==> src/rtl/mem_lsu.sv <==
// MEM-stage load/store unit: one memory transaction per load/store, stalls the
// pipeline until the response returns, and forms the write-back bundle.
module mem_lsu #(
  parameter int XLEN  = 64,
  parameter int OFF_W = 3
) (
  input  logic                clk,
  input  logic                rst,
  input  logic                flush_MEM,
  input  logic [4:0]          rd_MEM,
  input  logic                is_load_MEM,
  input  logic                is_store_MEM,
  input  logic                load_unsigned_MEM,
  input  logic [3:0]          wdt_op_MEM,
  input  logic [XLEN-1:0]     alu_result_MEM,
  input  logic [XLEN-1:0]     store_data_MEM,
  output logic                req_valid,
  input  logic                req_ready,
  output logic [XLEN-1:0]     req_addr,
  output logic                req_wen,
  output logic [XLEN-1:0]     req_wdata,
  output logic [XLEN/8-1:0]   req_wmask,
  input  logic                resp_valid,
  input  logic [XLEN-1:0]     resp_rdata,
  output logic                stall_MEM,
  output logic                wb_valid,
  output logic                wb_we,
  output logic [4:0]          wb_rd,
  output logic [XLEN-1:0]     wb_data,
  output logic                misalign
);
  localparam int BW = XLEN/8;

  typedef enum logic [1:0] {S_IDLE, S_REQ, S_WAIT, S_DONE} state_t;

  state_t            state_q, state_d;
  logic [XLEN-1:0]   addr_q, wdata_q, rdata_q;
  logic [BW-1:0]     wmask_q;
  logic [4:0]        rd_q;
  logic [3:0]        wdt_q;
  logic              uns_q, wen_q;

  logic [OFF_W-1:0]  off_in;
  logic              mem_op, legal, aligned, start, bad;
  logic [BW-1:0]     wm_base;
  logic [XLEN-1:0]   raw, ld_ext;

  assign off_in  = alu_result_MEM[OFF_W-1:0];
  assign mem_op  = is_load_MEM | is_store_MEM;
  assign legal   = $onehot(wdt_op_MEM);
  assign aligned = wdt_op_MEM[0]
                 | (wdt_op_MEM[1] & (off_in[0]   == 1'b0))
                 | (wdt_op_MEM[2] & (off_in[1:0] == 2'b00))
                 | (wdt_op_MEM[3] & (off_in[2:0] == 3'b000));
  assign start   = ~flush_MEM & mem_op & aligned & legal;
  assign bad     = ~flush_MEM & mem_op & ~(aligned & legal);

  always_comb begin
    wm_base = BW'(8'h01);
    if (wdt_op_MEM[1]) wm_base = BW'(8'h03);
    if (wdt_op_MEM[2]) wm_base = BW'(8'h0F);
    if (wdt_op_MEM[3]) wm_base = BW'(8'hFF);
  end

  // Response word is lane-shifted down, then truncated and extended by width.
  assign raw = rdata_q >> {addr_q[OFF_W-1:0], 3'b000};
  always_comb begin
    ld_ext = raw;
    unique case (wdt_q)
      4'b0001: ld_ext = {{(XLEN-8){raw[7]   & ~uns_q}}, raw[7:0]};
      4'b0010: ld_ext = {{(XLEN-16){raw[15] & ~uns_q}}, raw[15:0]};
      4'b0100: ld_ext = {{(XLEN-32){raw[31] & ~uns_q}}, raw[31:0]};
      default: ld_ext = raw;
    endcase
  end

  always_ff @(posedge clk or negedge rst) begin
    if (!rst) begin
      state_q <= S_IDLE;
      addr_q  <= '0;
      wdata_q <= '0;
      rdata_q <= '0;
      wmask_q <= '0;
      rd_q    <= '0;
      wdt_q   <= '0;
      uns_q   <= 1'b0;
      wen_q   <= 1'b0;
    end else begin
      state_q <= state_d;
      if (state_q == S_IDLE && start) begin
        addr_q  <= alu_result_MEM;
        wdata_q <= store_data_MEM << {off_in, 3'b000};
        wmask_q <= wm_base << off_in;
        rd_q    <= rd_MEM;
        wdt_q   <= wdt_op_MEM;
        uns_q   <= load_unsigned_MEM;
        wen_q   <= is_store_MEM;
      end
      if (state_q == S_WAIT && resp_valid) rdata_q <= resp_rdata;
    end
  end

  always_comb begin
    state_d   = state_q;
    req_valid = 1'b0;
    req_addr  = '0;
    req_wen   = 1'b0;
    req_wdata = '0;
    req_wmask = '0;
    stall_MEM = 1'b0;
    wb_valid  = 1'b0;
    wb_we     = 1'b0;
    wb_rd     = '0;
    wb_data   = '0;
    misalign  = 1'b0;
    unique case (state_q)
      S_IDLE: begin
        if (start) begin
          stall_MEM = 1'b1;
          state_d   = S_REQ;
        end else if (bad) begin
          misalign = 1'b1;
          wb_valid = 1'b1;
          wb_rd    = rd_MEM;
        end else if (!flush_MEM) begin
          wb_valid = 1'b1;
          wb_we    = (rd_MEM != 5'd0);
          wb_rd    = rd_MEM;
          wb_data  = alu_result_MEM;
        end
      end
      S_REQ: begin
        req_valid = 1'b1;
        req_addr  = {addr_q[XLEN-1:OFF_W], {OFF_W{1'b0}}};
        req_wen   = wen_q;
        req_wdata = wdata_q;
        req_wmask = wmask_q;
        stall_MEM = 1'b1;
        if (req_ready) state_d = S_WAIT;
      end
      S_WAIT: begin
        stall_MEM = 1'b1;
        if (resp_valid) state_d = S_DONE;
      end
      S_DONE: begin
        wb_valid = 1'b1;
        wb_rd    = rd_q;
        if (!wen_q) begin
          wb_we   = (rd_q != 5'd0);
          wb_data = ld_ext;
        end
        state_d = S_IDLE;
      end
      default: state_d = S_IDLE;
    endcase
    // Outputs are quiet for the whole reset window, not just from the next edge.
    if (!rst) begin
      req_valid = 1'b0;
      req_addr  = '0;
      req_wen   = 1'b0;
      req_wdata = '0;
      req_wmask = '0;
      stall_MEM = 1'b0;
      wb_valid  = 1'b0;
      wb_we     = 1'b0;
      wb_rd     = '0;
      wb_data   = '0;
      misalign  = 1'b0;
    end
  end
endmodule
==> config.mk <==
export PLATFORM = sky130hd
export DESIGN_NAME = mem_lsu
export DESIGN_NICKNAME = d
export VERILOG_FILES = /design/src/rtl/mem_lsu.sv
export SDC_FILE = /design/constraint.sdc
export NUM_CORES = 1
export LEC_CHECK = 0
export BUFFER_PORTS_ARGS = -buffer_cell sky130_fd_sc_hd__clkbuf_2
export CAP_MARGIN = 20
export CELL_PAD_IN_SITES_DETAIL_PLACEMENT = 1
export CELL_PAD_IN_SITES_GLOBAL_PLACEMENT = 1
export CORE_UTILIZATION = 35
export DETAILED_ROUTE_END_ITERATION = 8
export GPL_ROUTABILITY_DRIVEN = 0
export GPL_TIMING_DRIVEN = 0
export HOLD_SLACK_MARGIN = 0.02
export PLACE_DENSITY_LB_ADDON = 0.1
export SLEW_MARGIN = 10
export SYNTH_ARGS = -nofsm -noshare
export SYNTH_HDL_FRONTEND = slang
export SYNTH_SLANG_ARGS = --single-unit
==> constraint.sdc <==
create_clock -name clk -period 3.25 [get_ports clk]
set_clock_uncertainty 0.05 [all_clocks]
set_input_delay 0.4875 -clock clk [delete_from_list [all_inputs] [get_ports clk]]
set_output_delay 0.4875 -clock clk [all_outputs]
set_load 0.005 [all_outputs]
==> key figures <==
Run status
  • Failing checks: setup timing
  • Status: finished with violations

Synth
  • Synth area leader: dfrtp_1
  • Mapped Avg Cell Area: 9.80 um^2
  • Synthesized area: 13,500 um^2
  • Synthesized-area fraction occupied by ao, oa, aoi and oai cells: 14.8%
  • Syn Inst Count: 1,373
  • Post-Synth Adder-Cell Area: 0.799%
  • Cell variety after synth: 56
  • Top post-synthesis cells by area: dfrtp_1 (40%), mux2_2 (15%), and3_1 (6.6%)
  • Post-synth top area share: 39.6%
  • Seq/Total Area, Yosys: 39.6%
  • EDFF count, synth: 0
  • Post-synth ARST share: 100%
  • Ys Warns: 0
  • Largest family of logic cells by synthesized area: multiplexers
  • Mux share of post-synthesis cell area: 25.3%
  • Synth Flop Type: dfrtp_1
  • Register bit total from synthesis: 213
  • Xor-xnor portion of the synthesized cell area: 0.0651%
  • Post-synthesis simple-gate area fraction: 14.8%

Clock tree
  • CTS Buf Count: 27
  • Clk sinks: 213
  • CTS tree: done
  • Root Driver: clkbuf_16
  • Worst skew pair latency: 550 ps
  • H-tree Lvls: 1
  • Bufs on Longest Clock Path: 3
  • Clock transition at path regs: 60 ps

Finish
  • Area of the multi-input gates: 7930 um^2
  • Layout cells sized above 1: 44.6%
  • Fin util: 47.9%
  • Register area: 5340 um^2
  • Area grow syn2layout: 34.3%
  • Fillers: 4,389
  • Final nets: 2,070

Worst setup path
  • Delay-heaviest family, CP: multiplexers
  • Cell Chain, Critical Path: buf_6 -> mux2_4 -> mux4_2 -> a2bb2oi_2 -> and3_4 -> buf_12 -> clkbuf_16 -> o21ai_4 -> buf_2
  • Register-to-register setup slack: 580 ps
  • WP data arrival: 2830 ps
  • R2r startpoint: state_q[1]$_DFFE_PN0P_
  • Setup CP Type: reg -> out
  • Worst endpoint required time: 2710 ps
  • Crit path buf inv count: 4
  • CP max-delay cell: mux4_2
  • Max incr delay on CP: 520 ps
  • CP startpoint: addr_q[1]$_DFFE_PN0N_
  • Crit end category: output port
  • Startpoint Class: register
  • CP Max Fanout: 8

Global routing
  • Initial antenna violation count: 4
  • Largest net degree at the start of global routing: 63
  • Vias in the first global route: 13,852
  • First-pass GRT wire length: 89,500 um
  • Overflow after GRT: 0
  • GR Util All Layers: 30.8%

Power and ir drop
  • Power density over the cells: 873 nW/um^2
  • Register share of total power: 30.9%
  • Leakage: 8.87 nW
  • Logic pwr share: 50.4%
  • Peak supply drop: 0.000500 V
  • Switching Power: 6.59 mW
  • Power, Total: 15.8 mW
  • Net Sw Frac: 41.8%
  • Clock power share: 18.8%
  • Cell internal pwr: 9.18 mW

STA
  • Final setup viols: 42
  • Slew HR: 29.8%
  • WHS: 36.8 ps
  • Post-route setup slack: -113 ps
  • Worst Tran Pin Value: 1040 ps
  • RSZ-0062 raised after global routing: yes
  • Setup TNS: -3580 ps
  • Period utilization: 103%
  • Fmax: 297 MHz
  • Final hold vios: 0
  • Minimum clock period: 3360 ps
  • Max-slew violations: 0

Detailed routing
  • Detailed Route WL: 61,100 um
  • Initial drt markers: 892
  • Vias per cell: 5.66
  • WL/cell: 25.6 um
  • Total number of vias: 13,495
  • Drt drc: 0
  • Drt first pass iters: 5
  • Antenna Nets Post-Route: 0

Die
  • # IOs: 420
  • Die W: 198 um
  • Core ar.: 37,800 um^2
  • Die area: 39,200 um^2
  • Die Ht: 198 um
  • Initial Util: 35.7%
  • Rows: 71

Place
  • HPWL after DPL: 48,100 um
  • IO Port Bufs: 414

Worst hold path
  • Worst Hold Class: in -> async

Job
  • Max-cap violation count: 0
==> final timing paths <==
kind | end | cells past startpoint
worst max-delay path | wb_data[48] | 9
worst min-delay path | addr_q[1]$_DFFE_PN0N_ | 3
worst max register to register | addr_q[9]$_DFFE_PN0N_ | 8
worst min register to register | wmask_q[2]$_DFFE_PN0N_ | 1
max in group asynchronous | wdt_q[3]$_DFFE_PN0N_ | 3
min in group clk | rdata_q[16]$_DFFE_PN0P_ | 2
==> placed cells by master (no fill, tap or decap), drive strengths merged, types with 9 or more instances in the layout <==
| master | Yosys | layout |
|---|---|---|
| a221o | 22 | 22 |
| mux2 | 178 | 178 |
| nand2 | 176 | 176 |
| buf | 39 | 89 |
| a21oi | 60 | 60 |
| nor2b | 9 | 9 |
| o22a | 9 | 9 |
| mux2i | 65 | 65 |
| mux4 | 33 | 33 |
| o22ai | 9 | 9 |
| and3 | 141 | 141 |
| o21ai | 127 | 127 |
| nor2 | 69 | 69 |
| a22oi | 22 | 22 |
| inv | 14 | 14 |
| clkbuf | 96 | 527 |
| o21a | 9 | 9 |
| dfrtp | 213 | 213 |
| o31ai | 25 | 25 |
==> logic make-up after synthesis <==
kind of cell	count (synthesis)
other cells	1
simple gates	416
xor+xnor	1
fa+ha+maj	8
buf+inv	149
mux	276
compound gates	309
flops	213
==> metal layers <==
metal	vias to the layer above	GRT usage [%]	share of wire (%)
met1	6841	44.5	46
met4	6	9.99	3.4
met3	109	5.59	7.0
li1	5999	-	-
met2	540	46.1	44
met5	-	0	0.067
==> tightest hold or removal path: stages <==
cell and delay [ps]:
clkbuf_8 160, buf_16 130, buf_12 190
==> final cells by class <==
class,count,area share (%)
clock inverter,9,0.575
sequential,213,29.5
timing repair buffer,452,14.1
buffer,132,3.90
antenna,3,0.0415
tap,511,3.54
multi-input combinational,1013,43.9
inverter,14,0.312
clock buffer,38,4.13
==> metrics by stage <==
stage	setup WS [ps]	std cells	cell area, um^2
floorplan	42.2	1375	13500
global placement	-4600	2300	16200
detailed placement	-1060	2302	16200
CTS	-132	2371	17700
global route	-196	2383	18100
finish	-113	2385	18100
==> what timing repair did <==
item,in CTS,in global routing
hold endpoints to repair,34,0
pin swaps,14,21
setup buffers,12,10
gates cloned,1,2
setup endpoints to repair,244,67
gates resized for setup,103,83
hold buffers,11,0
==> flip-flops by register name, summed over array words and instances (netlist names) <==
name / cells
rd_q: 5
addr_q: 64
state_q: 2
wdata_q: 64
rdata_q: 64
wmask_q: 8
wen_q: 1
wdt_q: 4
uns_q: 1
==> Yosys cell counts (all sizes together) (2+ instances only) <==
cell and instances:
dfrtp 213, mux2 178, nand2 176, and3 141, o21ai 127, clkbuf 96
nor2 69, mux2i 65, a21oi 60, buf 39, mux4 33, o31ai 25
a221o 22, a22oi 22, inv 14, nor2b 9, o21a 9, o22a 9
o22ai 9, ha 7, a32o 5, nand2b 5, nor3 5, o211ai 3
o41ai 3, or2 3, a2111oi 2, a211oi 2, a221oi 2, and2 2
nor3b 2, or4 2
==> power groups by stage <==
stage	Combinational [mW]	Sequential (mW)	Clock [mW]
after floorplan	4.37	4.41	0
after global placement	6.45	4.79	0
after detailed placement	6.62	4.87	0
after CTS	7.18	4.82	3.02
after global routing	8.50	5.00	3.11
final	7.94	4.87	2.96
(Power assumes the default switching activity.)
